<file path="src/rtl/ack_receiver.sv">
// ack_receiver: host-side parser for ICE ACK/NAK response frames.
// Frame layout: type (0x00 ACK / 0x01 NAK), EID, length, then <length> payload bytes.
// The decoded header is held on result_* until result_ack. One outstanding
// request EID is tracked so mismatched responses can be flagged.
// Optional feature: define ACK_RX_TIMEOUT_EN to build the response timeout
// counter; without it, timeout is tied low and only a result clears outstanding.
module ack_receiver #(
  parameter logic [23:0] TIMEOUT_CYCLES = 24'd1000000
) (
  input  logic       clk,
  input  logic       reset,
  input  logic [7:0] message_data,
  input  logic       message_data_valid,
  input  logic       message_frame_valid,
  output logic       message_wait,
  input  logic       expect_ack,
  input  logic [7:0] expect_eid,
  output logic       result_valid,
  output logic       result_is_nak,
  output logic [7:0] result_eid,
  output logic [7:0] result_len,
  output logic       result_eid_mismatch,
  input  logic       result_ack,
  output logic       outstanding,
  output logic       frame_error,
  output logic [7:0] error_count,
  output logic       timeout
);

  typedef enum logic [2:0] {
    S_TYPE,
    S_EID,
    S_LEN,
    S_PAYLOAD,
    S_DRAIN
  } state_t;

  state_t     state_reg, state_next;
  logic       type_nak_reg, type_nak_next;
  logic [7:0] hdr_eid_reg, hdr_eid_next;
  logic [7:0] count_reg, count_next;
  logic       drain_armed_reg, drain_armed_next;
  logic       frame_error_reg, frame_error_next;
  logic [7:0] error_count_reg, error_count_next;
  logic       result_valid_reg, result_valid_next;
  logic       result_is_nak_reg, result_is_nak_next;
  logic [7:0] result_eid_reg, result_eid_next;
  logic [7:0] result_len_reg, result_len_next;
  logic       mismatch_reg, mismatch_next;
  logic       outstanding_reg, outstanding_next;
  logic [7:0] expected_eid_reg, expected_eid_next;
  logic       timeout_reg;
  logic       timeout_hit;
  logic       acc;
  logic       load;

  // Stall only while a new LEN byte would overwrite an unconsumed result.
  assign message_wait = (state_reg == S_LEN) && result_valid_reg && !result_ack;
  assign acc          = message_data_valid && message_frame_valid && !message_wait;
  assign load         = (state_reg == S_LEN) && acc;

  // Frame parser: next state, header capture, payload countdown, error detection.
  always_comb begin
    state_next       = state_reg;
    type_nak_next    = type_nak_reg;
    hdr_eid_next     = hdr_eid_reg;
    count_next       = count_reg;
    drain_armed_next = drain_armed_reg;
    frame_error_next = 1'b0;
    case (state_reg)
      S_TYPE: begin
        if (acc) begin
          if (message_data[7:1] == 7'd0) begin
            type_nak_next = message_data[0];
            state_next    = S_EID;
          end else begin
            // Unknown frame types are skipped silently.
            drain_armed_next = 1'b0;
            state_next       = S_DRAIN;
          end
        end
      end
      S_EID: begin
        if (!message_frame_valid) begin
          frame_error_next = 1'b1;
          state_next       = S_TYPE;
        end else if (acc) begin
          hdr_eid_next = message_data;
          state_next   = S_LEN;
        end
      end
      S_LEN: begin
        if (!message_frame_valid) begin
          frame_error_next = 1'b1;
          state_next       = S_TYPE;
        end else if (acc) begin
          count_next = message_data;
          if (message_data == 8'd0) begin
            drain_armed_next = 1'b1;
            state_next       = S_DRAIN;
          end else begin
            state_next = S_PAYLOAD;
          end
        end
      end
      S_PAYLOAD: begin
        if (!message_frame_valid) begin
          frame_error_next = 1'b1;
          state_next       = S_TYPE;
        end else if (acc) begin
          count_next = count_reg - 8'd1;
          if (count_reg == 8'd1) begin
            drain_armed_next = 1'b1;
            state_next       = S_DRAIN;
          end
        end
      end
      S_DRAIN: begin
        if (!message_frame_valid) begin
          drain_armed_next = 1'b0;
          state_next       = S_TYPE;
        end else if (acc && drain_armed_reg) begin
          // Trailing bytes after a complete ACK/NAK: flag once per frame.
          frame_error_next = 1'b1;
          drain_armed_next = 1'b0;
        end
      end
      default: state_next = S_TYPE;
    endcase
  end

  // Result hand-off, outstanding request tracking and saturating error count.
  always_comb begin
    result_valid_next  = result_valid_reg;
    result_is_nak_next = result_is_nak_reg;
    result_eid_next    = result_eid_reg;
    result_len_next    = result_len_reg;
    mismatch_next      = mismatch_reg;
    outstanding_next   = outstanding_reg;
    expected_eid_next  = expected_eid_reg;
    error_count_next   = error_count_reg;

    if (load) begin
      result_valid_next  = 1'b1;
      result_is_nak_next = type_nak_reg;
      result_eid_next    = hdr_eid_reg;
      result_len_next    = message_data;
      mismatch_next      = outstanding_reg && (hdr_eid_reg != expected_eid_reg);
    end else if (result_ack) begin
      result_valid_next = 1'b0;
    end

    if (load || timeout_hit) begin
      outstanding_next = 1'b0;
    end
    // A new request issued in the same cycle as a load survives it.
    if (expect_ack) begin
      outstanding_next  = 1'b1;
      expected_eid_next = expect_eid;
    end

    if (frame_error_next && (error_count_reg != 8'hFF)) begin
      error_count_next = error_count_reg + 8'd1;
    end
  end

`ifdef ACK_RX_TIMEOUT_EN
  logic [23:0] timer_reg;

  // A result or a fresh request in the same cycle pre-empts the timeout.
  assign timeout_hit = outstanding_reg && !expect_ack && !load &&
                       (timer_reg == (TIMEOUT_CYCLES - 24'd1));

  // Response timer: restarts per request, counts while a request is pending.
  always_ff @(posedge clk or posedge reset) begin
    if (reset) begin
      timer_reg <= 24'd0;
    end else if (expect_ack || load || timeout_hit) begin
      timer_reg <= 24'd0;
    end else if (outstanding_reg) begin
      timer_reg <= timer_reg + 24'd1;
    end
  end
`else
  logic unused_timeout_cfg;

  assign timeout_hit        = 1'b0;
  assign unused_timeout_cfg = ^TIMEOUT_CYCLES;
`endif

  // State and datapath registers.
  always_ff @(posedge clk or posedge reset) begin
    if (reset) begin
      state_reg         <= S_TYPE;
      type_nak_reg      <= 1'b0;
      hdr_eid_reg       <= 8'd0;
      count_reg         <= 8'd0;
      drain_armed_reg   <= 1'b0;
      frame_error_reg   <= 1'b0;
      error_count_reg   <= 8'd0;
      result_valid_reg  <= 1'b0;
      result_is_nak_reg <= 1'b0;
      result_eid_reg    <= 8'd0;
      result_len_reg    <= 8'd0;
      mismatch_reg      <= 1'b0;
      outstanding_reg   <= 1'b0;
      expected_eid_reg  <= 8'd0;
      timeout_reg       <= 1'b0;
    end else begin
      state_reg         <= state_next;
      type_nak_reg      <= type_nak_next;
      hdr_eid_reg       <= hdr_eid_next;
      count_reg         <= count_next;
      drain_armed_reg   <= drain_armed_next;
      frame_error_reg   <= frame_error_next;
      error_count_reg   <= error_count_next;
      result_valid_reg  <= result_valid_next;
      result_is_nak_reg <= result_is_nak_next;
      result_eid_reg    <= result_eid_next;
      result_len_reg    <= result_len_next;
      mismatch_reg      <= mismatch_next;
      outstanding_reg   <= outstanding_next;
      expected_eid_reg  <= expected_eid_next;
      timeout_reg       <= timeout_hit;
    end
  end

  assign result_valid        = result_valid_reg;
  assign result_is_nak       = result_is_nak_reg;
  assign result_eid          = result_eid_reg;
  assign result_len          = result_len_reg;
  assign result_eid_mismatch = mismatch_reg;
  assign outstanding         = outstanding_reg;
  assign frame_error         = frame_error_reg;
  assign error_count         = error_count_reg;
  assign timeout             = timeout_reg;

endmodule

</file>
<file path="config.mk">
export PLATFORM = sky130hd
export DESIGN_NAME = ack_receiver
export DESIGN_NICKNAME = d
export VERILOG_FILES = /design/src/rtl/ack_receiver.sv
export SDC_FILE = /design/constraint.sdc
export NUM_CORES = 1
export LEC_CHECK = 0
export BUFFER_PORTS_ARGS = -buffer_cell sky130_fd_sc_hd__buf_2
export CELL_PAD_IN_SITES_DETAIL_PLACEMENT = 0
export CELL_PAD_IN_SITES_GLOBAL_PLACEMENT = 1
export CORE_MARGIN = 3
export CORE_UTILIZATION = 43
export DETAILED_ROUTE_END_ITERATION = 10
export HOLD_SLACK_MARGIN = 0.12
export PLACE_DENSITY_LB_ADDON = 0.1
export SLEW_MARGIN = 15
export SYNTH_ARGS = -nofsm -noshare
export SYNTH_HDL_FRONTEND = slang
export SYNTH_SLANG_ARGS = --single-unit
</file>
<file path="constraint.sdc">
create_clock -name clk -period 4 [get_ports clk]
set_input_delay 0.8 -clock clk [delete_from_list [all_inputs] [get_ports clk]]
set_output_delay 0.8 -clock clk [all_outputs]
set_load 0.05 [all_outputs]
</file>
==> reports/qor.yml <==
global_routing:
  grt_pass1_vias: 2012
  grt_usage_pct: 17.89
  grt_overflow: 0
  grt_pass1_wl_mm: 10.14
  antenna_found_initial: 0
  grt_max_degree: 41
clock_network:
  postCtsSetupBuffers: 0
  clock_sinks: 58
  numCtsBuffers: 9
  cts.path.max_buffers: 2
  clock_latency_ns: 0.33
  post_cts_resized: 0
  cts_root_buf: "clkbuf_8"
  postCtsHoldBufs: 0
  clkSlewWorstSetupHoldPaths_ns: 0.07
  ctsHtreeMaxLevel: 3
  cts_tree: "yes"
die:
  core_um2: 6061
  die_h_um: 85.88
  io_pins: 53
  fp.dieW_um: 85.88
  num_rows: 28
  dieArea_um2: 7375
  initial_core_util_pct: 45.27
routing:
  via_per_inst: 5.411
  wl_per_cell_um: 16.02
  detail-route-antenna-nets: 0
  drtIter0Drc: 100
  routed_wl_mm: 5.846
  vias: 1975
  drt_pass1_iterations: 4
  drc: 0
timing:
  worstMarginPinSlew_ns: 0.9448
  post-route-period-util_pct: 59.17
  finalSetupViolCount: 0
  max_slew_margin_pct: 36.74
  hold_viol_final: 0
  skew_ns: 0.008209
  tns_ns: 0
  max_freq_mhz: 422.5
  rsz0062_at_grt: "no"
  post-route-min-period_ns: 2.367
  slew_viol_final: 0
final_layout:
  fillCellCount: 571
  area_growth_pct: 17.10
  multiInputGateArea_um2: 1205
  diodes: 0
  regArea_um2: 1451
  drive_gt1_share_pct: 36.55
  fin_nets: 311
synth:
  synth_ff_type: "dfrtp_1"
  synth_cells: 234
  synth_compound_area_share_pct: 10.31
  yosys_register_bits: 58
  avgSynthCellArea_um2: 11.73
  synthAdderAreaFrac_pct: 1.368
  synth.distinct_cells: 48
  yosys.area_share.simple_pct: 13.13
  synth-xor-area-share_pct: 4.469
  synth_edf_count: 0
  synth_fp_nets: 259
  synthMuxAreaShare_pct: 14.50
  ys_seq_area_share_pct: 52.90
  yosys_warnings: 0
  async_reset_ff_share_pct: 100.0
  synth_top_family_by_area: "multiplexers"
  syn_area_um2: 2744
power_and_ir_drop:
  total_power_mw: 1.275
  power.switching_uw: 348.2
  power_density_nw_per_um2: 396.7
  switching_share_pct: 27.32
  internal_power_uw: 926.4
  peakVddDrop_v: 0.0002943
  power.share.clock_pct: 37.2
  combPwrFrac_pct: 11.8
  share_seq_of_total_power_pct: 50.9
  power.leakage_nw: 1.590
placement:
  gp_congestion: 0.8158
  hpwl_mm: 4.105
  io_buffers: 51
setup_path:
  crit_slowest_cell: "dfrtp_1"
  criticalPathCategory: "register to output port"
  cp_top_family: "flip-flops"
  crit_chain: "nand4bb_1 > nor2_1 > buf_2"
  critPathMaxFanout: 16
  worst_ep_required_time_ns: 3.20
  worst-path-buf-inv: 1
  endpoint_kind: "output port"
  slowest_delay_ns: 0.57
  setup.worst_path.start_class: "register"
  cp.arrival_ns: 1.57
run_status:
  status: "completed"
flow_run:
  cap_violations: 0
hold_path:
  min_path_type: "register to register"
[placed cells by master, fill, tap and decap left out, types with 2 or more instances in the layout]
cell,n
nor2_1,15
xor2_1,6
mux2_2,32
inv_1,5
buf_4,2
a41oi_1,2
a21oi_1,6
nand2_1,15
o22ai_1,2
dfrtp_1,58
a31oi_1,3
nand4_1,6
xnor2_1,8
nand2b_1,2
buf_2,51
o21ai_0,9
clkinv_2,3
clkbuf_8,11
nor3_1,4
nor4_1,5
a21o_1,2
nand3b_1,2
o211ai_1,3
ha_1,3
mux2_1,2
o22a_1,2
a2bb2oi_1,4
nand3_1,5
[kinds of logic after synthesis]
kind of cell,Yosys count
AOI/OAI and AO/OA,41
xor gates and xnor gates,14
adders and majority gates,3
buffers and inverters,18
DFF,58
muxes,35
other,1
and+or+nand+nor,64
[routing by layer]
| layer | GRT usage (%) | share of wire, % | up-vias |
|---|---|---|---|
| met5 | 0 | 0 | - |
| met4 | 7.914 | 2.0 | 0 |
| met3 | 4.707 | 4.7 | 11 |
| met2 | 26.28 | 45 | 44 |
| met1 | 24.85 | 48 | 972 |
| li1 | - | - | 948 |
[per-stage QoR]
step                      utilization [%]  worst slack [ns]  instances  cell area, um^2  hold WS, ns
final                               53.01             1.633        365             3213       0.4853
after global routing                53.01             1.542        365             3213       0.5071
after CTS                           53.01             1.617        365             3213       0.4901
after detailed placement            50.21             1.519        350             3043       0.4742
after global placement              50.21             1.597        350             3043       0.4736
after floorplan                         -             1.541        234             2744       0.4725
[final timing paths]
check	cells after the start	startpoint	slack, ns	to
max	3	state_reg[0]	1.63	message_wait
min	2	result_eid_mismatch	0.49	result_eid_mismatch
max reg2reg	4	state_reg[0]	1.92	state_reg[2]
min reg2reg	2	result_eid_mismatch	0.49	result_eid_mismatch
max in group asynchronous	3	reset	2.54	result_len[3]
min in group asynchronous	2	reset	0.64	error_count[0]
[layout make-up]
| cell class | instances | area share, % |
|---|---|---|
| clock inverters | 3 | 0.4673 |
| flip-flops and latches | 58 | 45.17 |
| inverters | 6 | 0.7009 |
| well taps | 75 | 2.921 |
| clock buffers | 12 | 4.829 |
| multi-input cells | 158 | 37.50 |
| repair buffers | 53 | 8.411 |
[power groups by stage]
stage	logic [mW]	registers, mW	clock network (mW)
after floorplan	0.0760	0.692	0
after global placement	0.152	0.660	0
after detailed placement	0.153	0.660	0
after CTS	0.153	0.649	0.492
after global routing	0.167	0.655	0.516
final	0.151	0.649	0.475
[Yosys cell counts, types with 4 or more instances]
library cell	n	area share (%)
a21oi_1	6	1.1
a2bb2oi_1	4	1.3
buf_2	7	1.3
dfrtp_1	58	53
inv_1	6	0.82
mux2_2	32	13
nand2_1	15	2.1
nand3_1	5	0.91
nand4_1	6	1.4
nor2_1	15	2.1
nor3_1	4	0.73
nor4_1	5	1.1
o21ai_0	9	1.6
xnor2_1	8	2.6
xor2_1	6	1.9
[worst reg2reg max path, cell delays in order, from the launching register on]
cell and delay, ns:
dfrtp_1 0.67, nand3b_1 0.41, a31oi_1 0.41, a211oi_1 0.12
a311o_1 0.36
Power figures use the tool's default switching activity.
